### config.mk
export PLATFORM = sky130hd
export DESIGN_NAME = moving_average_pow2
export DESIGN_NICKNAME = d
export VERILOG_FILES = /design/src/rtl/moving_average_pow2_pkg.sv /design/src/rtl/ma_sample_buffer.sv /design/src/rtl/moving_average_pow2.sv
export SDC_FILE = /design/constraint.sdc
export NUM_CORES = 1
export LEC_CHECK = 0
export BUFFER_PORTS_ARGS = -buffer_cell sky130_fd_sc_hd__buf_4
export CORE_AREA = 8 8 318 320
export CTS_CLUSTER_SIZE = 40
export DETAILED_ROUTE_END_ITERATION = 16
export DIE_AREA = 0 0 326 328
export PLACE_DENSITY = 0.67
export SETUP_SLACK_MARGIN = 0.2
export SLEW_MARGIN = 20
export SYNTH_ARGS = -nofsm -noshare
export SYNTH_HDL_FRONTEND = slang
export SYNTH_SLANG_ARGS = --single-unit
### constraint.sdc
create_clock -name clk -period 6.8 [get_ports clk]
set_input_delay 1.36 -clock clk [delete_from_list [all_inputs] [get_ports clk]]
set_output_delay 1.36 -clock clk [all_outputs]
set_load 0.005 [all_outputs]
### src/rtl/moving_average_pow2_pkg.sv
// Purpose: shared defaults and the window-select clamp for the moving-average filter.
// Latency: n/a (types, constants and a pure function only).
// Backpressure: n/a.
package moving_average_pow2_pkg;

  localparam int MA_DATA_W          = 16;
  localparam int MA_LOG2_MAX_WINDOW = 6;

  // Window selects above the buffer depth saturate to the largest window.
  function automatic int clamp_window_log2(input int sel, input int max_log2);
    return (sel > max_log2) ? max_log2 : sel;
  endfunction

endpackage

### src/rtl/ma_sample_buffer.sv
// Purpose: circular sample store with a write pointer and a read port at a fixed offset behind it.
// Latency: write lands on the clock edge; read is combinational from the current pointer.
// Backpressure: none; a write happens on every cycle wr_en is high.
module ma_sample_buffer #(
  parameter int DATA_W     = 16,
  parameter int DEPTH_LOG2 = 6
) (
  input  logic                  clk,
  input  logic                  reset,
  input  logic                  wr_en,
  input  logic [DATA_W-1:0]     wr_data,
  input  logic [DEPTH_LOG2-1:0] rd_offset,
  output logic [DATA_W-1:0]     rd_data
);

  localparam int DEPTH = 1 << DEPTH_LOG2;

  logic [DATA_W-1:0]     mem [0:DEPTH-1];
  logic [DEPTH_LOG2-1:0] wr_ptr;
  logic [DEPTH_LOG2-1:0] rd_addr;

  // An offset equal to the full depth wraps to 0, i.e. the slot about to be
  // overwritten, which holds the oldest sample of a full-depth window.
  assign rd_addr = wr_ptr - rd_offset;
  assign rd_data = mem[rd_addr];

  // Advance the write pointer once per stored sample.
  always_ff @(posedge clk) begin
    if (reset) begin
      wr_ptr <= '0;
    end else if (wr_en) begin
      wr_ptr <= wr_ptr + 1'b1;
    end
  end

  // Sample storage is never cleared; the fill counter upstream masks stale entries.
  always_ff @(posedge clk) begin
    if (wr_en) begin
      mem[wr_ptr] <= wr_data;
    end
  end

endmodule

### src/rtl/moving_average_pow2.sv
// Purpose: signed moving average over a runtime-selectable 2^k window, round-half-up, flush on window change.
// Latency: 2 clocks from accepted sample to out_valid/out_data; one sample per clock sustained.
// Backpressure: none; in_valid gaps stall the pipeline and out_valid repeats the same gaps.
module moving_average_pow2
  import moving_average_pow2_pkg::*;
#(
  parameter int DATA_W          = MA_DATA_W,
  parameter int LOG2_MAX_WINDOW = MA_LOG2_MAX_WINDOW,
  parameter int WIN_SEL_W       = $clog2(LOG2_MAX_WINDOW + 1)
) (
  input  logic                 clk,
  input  logic                 reset,
  input  logic                 in_valid,
  input  logic [DATA_W-1:0]    in_data,
  input  logic [WIN_SEL_W-1:0] window_log2,
  output logic                 out_valid,
  output logic [DATA_W-1:0]    out_data,
  output logic                 filled
);

  localparam int ACC_W = DATA_W + LOG2_MAX_WINDOW;
  localparam int CNT_W = LOG2_MAX_WINDOW + 1;

  // Window control
  logic [WIN_SEL_W-1:0] win_sel;
  logic [WIN_SEL_W-1:0] win_q;
  logic [WIN_SEL_W-1:0] k_eff;
  logic                 win_change;
  logic [CNT_W-1:0]     n_q;
  logic [CNT_W-1:0]     n_eff;

  // Accumulate stage
  logic signed [DATA_W-1:0] x_new;
  logic signed [DATA_W-1:0] x_old;
  logic        [DATA_W-1:0] buf_rd;
  logic signed [ACC_W-1:0]  acc;
  logic signed [ACC_W-1:0]  acc_next;
  logic        [CNT_W-1:0]  fill_cnt;
  logic        [CNT_W-1:0]  fill_next;
  logic                     hit;
  logic                     v1;
  logic [WIN_SEL_W-1:0]     k1;

  // Rounding stage
  logic signed [ACC_W:0] bias;
  logic signed [ACC_W:0] rnd_sum;
  logic signed [ACC_W:0] rnd_shift;

  assign win_sel    = WIN_SEL_W'(clamp_window_log2(int'(window_log2), LOG2_MAX_WINDOW));
  assign win_change = (win_sel != win_q);
  assign k_eff      = win_change ? win_sel : win_q;
  assign n_q        = CNT_W'(1) << win_q;
  assign n_eff      = CNT_W'(1) << k_eff;

  assign x_new  = in_data;
  assign filled = (fill_cnt == n_q);

  ma_sample_buffer #(
    .DATA_W     (DATA_W),
    .DEPTH_LOG2 (LOG2_MAX_WINDOW)
  ) u_buf (
    .clk       (clk),
    .reset     (reset),
    .wr_en     (in_valid),
    .wr_data   (in_data),
    .rd_offset (n_q[LOG2_MAX_WINDOW-1:0]),
    .rd_data   (buf_rd)
  );

  // Until the window is full the departing sample does not exist yet; mask whatever the buffer holds.
  assign x_old = (fill_cnt < n_q) ? '0 : buf_rd;

  // Next accumulator and fill count; a window change restarts both, seeded by a same-cycle sample.
  always_comb begin
    acc_next  = acc;
    fill_next = fill_cnt;
    if (win_change) begin
      acc_next  = in_valid ? ACC_W'(x_new) : '0;
      fill_next = in_valid ? CNT_W'(1) : '0;
    end else if (in_valid) begin
      acc_next  = acc + ACC_W'(x_new) - ACC_W'(x_old);
      fill_next = (fill_cnt == n_q) ? fill_cnt : fill_cnt + 1'b1;
    end
    hit = in_valid && (fill_next == n_eff);
  end

  // Round half up: add half an LSB of the result, then arithmetic shift; k = 0 passes acc through.
  always_comb begin
    bias      = ((ACC_W+1)'(1) << k1) >>> 1;
    rnd_sum   = {acc[ACC_W-1], acc} + bias;
    rnd_shift = rnd_sum >>> k1;
  end

  // Two-stage pipeline: window/accumulator state, then the registered rounded mean.
  always_ff @(posedge clk) begin
    if (reset) begin
      win_q     <= '0;
      acc       <= '0;
      fill_cnt  <= '0;
      v1        <= 1'b0;
      k1        <= '0;
      out_valid <= 1'b0;
      out_data  <= '0;
    end else begin
      win_q     <= win_sel;
      acc       <= acc_next;
      fill_cnt  <= fill_next;
      v1        <= hit;
      k1        <= k_eff;
      out_valid <= v1;
      if (v1) begin
        out_data <= DATA_W'(rnd_shift);
      end
    end
  end

endmodule

; Yosys cells after proc, flatten, opt, wreduce, memory -nomap -nowiden
; Memory sizes are Yosys's and may differ from the RTL's.
; Index checks and enable logic that the tools add are counted.
[word_totals]
mem_count = 1
latch_bits = 0
ram_bits = 1024
rom_bits = 0
word_cells = 38
ff_bits = 59
[mem_list]
columns = name, words, width, rd, rd_ports_with_merged_regs, write_ports, line_no
row1 = u_buf.mem, 64, 16, 1, 0, 1, ma_sample_buffer.sv:18  ; logic [DATA_W-1:0] mem [0:DEPTH-1];
[classes]
shifts = 4
magnitude_cmp = 2
bitwise = 0
n_eq_ne = 3
muxes = 12
div_mod_pow = 0
n_reduce_logical = 2
n_addsub = 6
mul = 0
[ops]
columns = op, count
row1 = $mux 22, 3
row2 = $add 22x22->23, 1
row3 = $shl 1x3->23 const A, 1
row4 = $sshr 23x3->16, 1
row5 = $add 22x16->22, 1
row6 = $sub 22x16->22, 1
row7 = $mux 7, 3
row8 = $mux 16, 1
row9 = $eq 7x7->1, 2
row10 = $shl 1x3->7 const A, 2
row11 = $add 7x1->7 const B, 1
row12 = $lt 7x7->1, 1
row13 = $add 6x1->6 const B, 1
row14 = $mux 3, 2
row15 = $sub 6x6->6, 1
row16 = $gt 3x3->1 const B, 1
row17 = $mux 1, 3
row18 = $ne 3x3->1, 1
row19 = $reduce_bool 2->1, 1
row20 = $logic_and 1x1->1, 1

; Longest topological paths before layout
[logic_depth]
ltp_word = 7
mapped_depth = 28

; Modules after synthesis
; From an unflattened synthesis, not the netlist that was laid out.
[unflattened]
hier_cells = 2555
hier_area_um2 = 46279.4
[by_module_without_submodules]
columns = mod, area_per_inst_um2, cells_per_inst, instances, seq_area_each_um2
row1 = ma_sample_buffer, 40368.7, 1754, 1, 30869.6
row2 = moving_average_pow2, 5910.7, 801, 1, 1061.0

; Least setup slack after synthesis
; OpenSTA, ideal clock, no wires.
[synth_path]
kind = reg2reg
start = register u_buf.wr_ptr[0]
end = register acc[18]
slack_ns = 0.276
arrival_time_ns = 6.404
stages_incl_launch_ff = 26
synth_period_minus_slack_ns = 6.524
required_ns = 6.680
cell_sequence = dfxtp_1 > buf_2 > buf_1 > nor2_1 > fa_1 > xnor2_2 > buf_4 > buf_2 > clkbuf_1 > buf_2 > mux4_2 > mux4_2 > a221oi_1 > o22ai_1 > fa_1 > inv_1 > ha_1 > nor2b_1 > o31ai_1 > a21oi_1 > a2111oi_2 > o211ai_1 > a31o_1 > a21oi_1 > xnor2_1 > a211o_1
[synth_between]
elab_chain_len = 6
[synth_lines]
columns = element, line_no
row1 = start: declaration, ma_sample_buffer.sv:19  ; logic [DEPTH_LOG2-1:0] wr_ptr;
row2 = start signal: assignment, ma_sample_buffer.sv:32  ; wr_ptr <= wr_ptr + 1'b1;
row3 = $sub 6x6->6, ma_sample_buffer.sv:24  ; assign rd_addr = wr_ptr - rd_offset;
row4 = $mem_v2 64x16, n/a
row5 = $mux 16, moving_average_pow2.sv:71  ; assign x_old = (fill_cnt < n_q) ? '0 : buf_rd;
row6 = $sub 22x16->22, moving_average_pow2.sv:81  ; acc_next = acc + ACC_W'(x_new) - ACC_W'(x_old);
row7 = $mux 22, moving_average_pow2.sv:80  ; end else if (in_valid) begin
row8 = $mux 22, moving_average_pow2.sv:77  ; if (win_change) begin
row9 = end signal: assignment, moving_average_pow2.sv:106  ; acc <= acc_next;
row10 = end: declaration, moving_average_pow2.sv:36  ; logic signed [ACC_W-1:0] acc;
; Every way passes these cells. The select of a mux whose other input is x is not followed.
; A chain may end at the register's enable or synchronous reset.

; Worst setup path after layout
[layout_path]
start = register win_q[1]
end = register acc[18]
[layout_between]
elab_chain_len = 7
word_cells_on_any_way = 10
cone_classes = 2 x add/sub / 1 x order compare / 1 x eq/ne / 1 x shift / 3 x mux / 1 x reduce/logical / 1 x memory
[layout_lines]
columns = element, line_no
row1 = start: declaration, moving_average_pow2.sv:26  ; logic [WIN_SEL_W-1:0] win_q;
row2 = start signal: assignment, moving_average_pow2.sv:105  ; win_q <= win_sel;
row3 = $shl 1x3->7, moving_average_pow2.sv:52  ; assign n_q = CNT_W'(1) << win_q;
row4 = $sub 6x6->6, ma_sample_buffer.sv:24
row5 = $mem_v2 64x16, n/a
row6 = $mux 16, moving_average_pow2.sv:71
row7 = $sub 22x16->22, moving_average_pow2.sv:81
row8 = $mux 22, moving_average_pow2.sv:80
row9 = $mux 22, moving_average_pow2.sv:77
; Several ways; a longest one is shown, not always the timed one. The select of a mux whose other input is x is not followed.

==> flow_metrics.env <==
export IMPL_ys_types=79
export IMPL_die_h_um=328
export IMPL_netlist_instances=2453
export IMPL_max_cap_viol_count=0
export IMPL_ant_nets=0
export IMPL_vias=24500
export IMPL_r2r_start="win_q[1]"
export IMPL_netlist_area_mm2=0.0456
export IMPL_fp_dieW_um=326
export IMPL_antenna_found_initial=1
export IMPL_clkTransAtPathRegs_ns=0.06
export IMPL_crit_family="compound AO/OA/AOI/OAI gates"
export IMPL_fmax_ghz=0.156
export IMPL_endpoint_kind="flop"
export IMPL_dieArea_mm2=0.107
export IMPL_worstSkewPairLatency_ns=0.69
export IMPL_core_area_mm2=0.0960
export IMPL_clock_path_buffers=3
export IMPL_cts_hold_buf=0
export IMPL_gp_congestion=0.882
export IMPL_drt_wl_total_um=112000
export IMPL_dp_hpwl_um=67100
export IMPL_num_rows=114
export IMPL_min_path_type="reg2reg"
export IMPL_grt_pass1_vias=24500
export IMPL_grt_pass1_wl_um=166000
export IMPL_grt_setup_unrepaired="false"
export IMPL_worstPathCellList="or3b_2 > ha_2 > xnor2_4 > buf_12 > buf_4 > mux4_2 > mux4_2 > a221oi_1 > buf_4 > o22ai_1 > fa_1 > inv_1 > ha_1 > and3_1 > and2_1 > a2111oi_2 > buf_4 > o211ai_1 > a31o_1 > a21oi_1 > xnor2_1 > a211o_1"
export IMPL_power_density_mw_per_mm2=320
export IMPL_p_leak_nw=17.0
export IMPL_async_flop_share_pct=0
export IMPL_final_setup_viol_count=0
export IMPL_path_class="reg2reg"
export IMPL_start_kind="flop"
export IMPL_ys_seq_area_share_pct=70.0
export IMPL_report_final_slew_viol_count=0
export IMPL_via_per_inst=6.16
export IMPL_post_route_min_period_ns=6.40
export IMPL_grt_overflow=0
export IMPL_wire_per_inst_um=28.3
export IMPL_crit_cells=22
export IMPL_layout_setup_ws_ns=0.402
export IMPL_seq_area_mm2=0.0319
export IMPL_crit_path_end="acc[18]"
export IMPL_worst_pin_slew_ns=1.06
export IMPL_port_buffers=39
export IMPL_fin_crit_sh_pct=94.1
export IMPL_cp_common_cell="buf_4"
export IMPL_crit_start="win_q[1]"
export IMPL_clock_sinks=1083
export IMPL_worstPathArrival_ns=6.96
export IMPL_tritoncts="yes"
export IMPL_reg2reg_slack_ns=0.40
export IMPL_critPathMaxStageDelay_ns=0.58
export IMPL_avgSynthCellArea_um2=18.6
export IMPL_r2r_end="acc[18]"
export IMPL_synth_area_leaders="edfxtp_1 67%, mux4_2 15%, dfxtp_1 2.6%"
export IMPL_finalNetCount=2699
export IMPL_dr_pass1_iters=5
export IMPL_final_hold_viol_count=0
export IMPL_fill_cells=7302
export IMPL_drc=0
export IMPL_syn2layout_area_growth_pct=14.1
export IMPL_netlist_area_leader_share_pct=67.5
export IMPL_status="finished clean"
export IMPL_synth_edff_count=1024
export IMPL_r2r_cells=22
export IMPL_timing_critical_path_buf_inv=5
export IMPL_diodes=0
export IMPL_multiInputGateArea_mm2=0.0128
export IMPL_fin_setup_tns_ns=0
export IMPL_ios=40
export IMPL_slowest_stage="mux4_2"
export IMPL_drive_above_1_share_pct=26.5
export IMPL_synth_yosys_warnings=0
export IMPL_fin_skew_ns=0.0358
export IMPL_grt_max_degree=70
export IMPL_syn_num_nets=2540
export IMPL_crit_fanout=13
export IMPL_grtUsageTotal_pct=20.6
export IMPL_synth_top_flop_cell="edfxtp_1"
export IMPL_root_buffer="clkbuf_16"
export IMPL_drt_iter0_markers=2910
export IMPL_critPathRequiredTime_ns=7.36
export IMPL_numCtsBuffers=107
export IMPL_peakVddDrop_v=0.000261
export IMPL_start_util_pct=47.5
export IMPL_dp_slack_ns=0.177
export IMPL_cts_htree_levels=3
export IMPL_yosysTopAreaCell="edfxtp_1"
export IMPL_ys_seq_elements=1083
export IMPL_max_slew_margin_pct=28.8
cells in the final DEF, fill, tap and decap left out, drive strengths merged, types with 9 or more instances in the layout:
cell type	count
or3	10
a211oi	19
clkinv	43
fa	23
nand4	11
nor3	31
or2	10
a21oi	64
o21ai	41
dfxtp	59
buf	188
edfxtp	1024
inv	104
nand2b	10
and3	9
xnor2	30
bufinv	16
mux2i	46
o22ai	20
ha	42
a31oi	11
o31a	9
a21o	12
nor2b	11
o21a	18
nand3	39
a221oi	11
o211ai	19
nor2	141
nand2	77
clkbuf	129
mux4	313
state kept, by name, indices dropped and copies added (netlist names), 3 cells and up:
name and flops:
acc 22, u_buf.wr_ptr 6, u_buf.mem 1024, fill_cnt 7, win_q 3, k1 3, out_data 16
stage by stage:
| stage | utilization [%] | hold WS (ns) | total power, mW | cell area [µm²] | instances |
|---|---|---|---|---|---|
| finish | 54.2 | 0.474 | 16.6 | 52000 | 3975 |
| global route | 54.2 | 0.494 | 17.2 | 52000 | 3975 |
| CTS | 54.1 | 0.475 | 16.7 | 51900 | 3970 |
| detailed placement | 50.3 | 0.465 | 10.7 | 48300 | 3774 |
| global placement | 50.3 | 0.458 | 10.6 | 48300 | 3774 |
| floorplan | - | 0.459 | 9.57 | 45600 | 2453 |
worst min-delay path, cell delays in order (launching register included):
cell,delay [ns]
dfxtp_1,0.31
nand2b_1,0.07
o21ai_1,0.05
what timing repair did:
action,in CTS,in global routing
gates resized for setup,3,13
pin swaps,0,2
gates cloned,0,2
buffers inserted,0,3
endpoints found under the setup margin,3,9
Yosys cell counts, types with 9 or more instances:
cell type  number
or3_1           9
o31a_1          9
nor2_1        141
o211ai_1       19
a21o_1         12
ha_1           42
xnor2_1        29
o21a_1         18
a211oi_1       19
nor2b_1        11
nand2b_1       10
mux4_2        313
mux2i_1        46
a31oi_1        11
nand2_1        77
and3_1          9
buf_1          12
a221oi_1       11
nand4_1        11
nand3_1        39
o22ai_1        20
dfxtp_1        59
edfxtp_1     1024
a21oi_1        64
nor3_1         31
o21ai_0        36
fa_1           23
clkbuf_1       66
inv_1          95
buf_2          50
cell families (layout without fill, tap and decap cells):
kind of cell               count (synthesis)  after routing  share of synthesized area [%]
DFF                                     1083           1083                           70.0
and+or+nand+nor                          386            386                           4.05
muxes                                    364            364                           16.6
AOI/OAI and AO/OA                        277            277                           4.16
buffers and inverters                    240            486                           2.24
adders and majority gates                 65             65                           2.16
xor gates and xnor gates                  38             38                          0.747
final cells by class:
type,instances,area share (%)
sequential,1083,61.4
timing repair buffer,190,3.28
inverter,100,0.721
clock inverter,69,1.53
clock buffer,127,5.45
tap,1276,3.07
multi-input combinational,1130,24.6
how the worst min path moves through the flow:
stage / start / endpoint / cells past startpoint
CTS: out_data[14] / out_data[14] / 2
global placement: out_data[14] / out_data[14] / 2
floorplan: out_data[14] / out_data[14] / 2
finish: out_data[14] / out_data[14] / 2
detailed placement: out_data[14] / out_data[14] / 2
global route: out_data[8] / out_data[8] / 2
routing by layer:
| layer | vias up | wire (µm) | GRT usage, % |
|---|---|---|---|
| li1 | 10300 | - | - |
| met1 | 13000 | 46900 | 29.4 |
| met2 | 1071 | 53700 | 33.3 |
| met3 | 132 | 9270 | 3.26 |
| met4 | 0 | 2440 | 5.65 |
| met5 | - | 0 | 0 |
report_power, final:
group / switching [mW] / leakage, nW / internal, mW
combinational: 1.74 / 5.49 / 1.48
sequential: 0.0336 / 9.70 / 7.32
clock: 2.49 / 1.76 / 3.59
(Power assumes the default switching activity.)
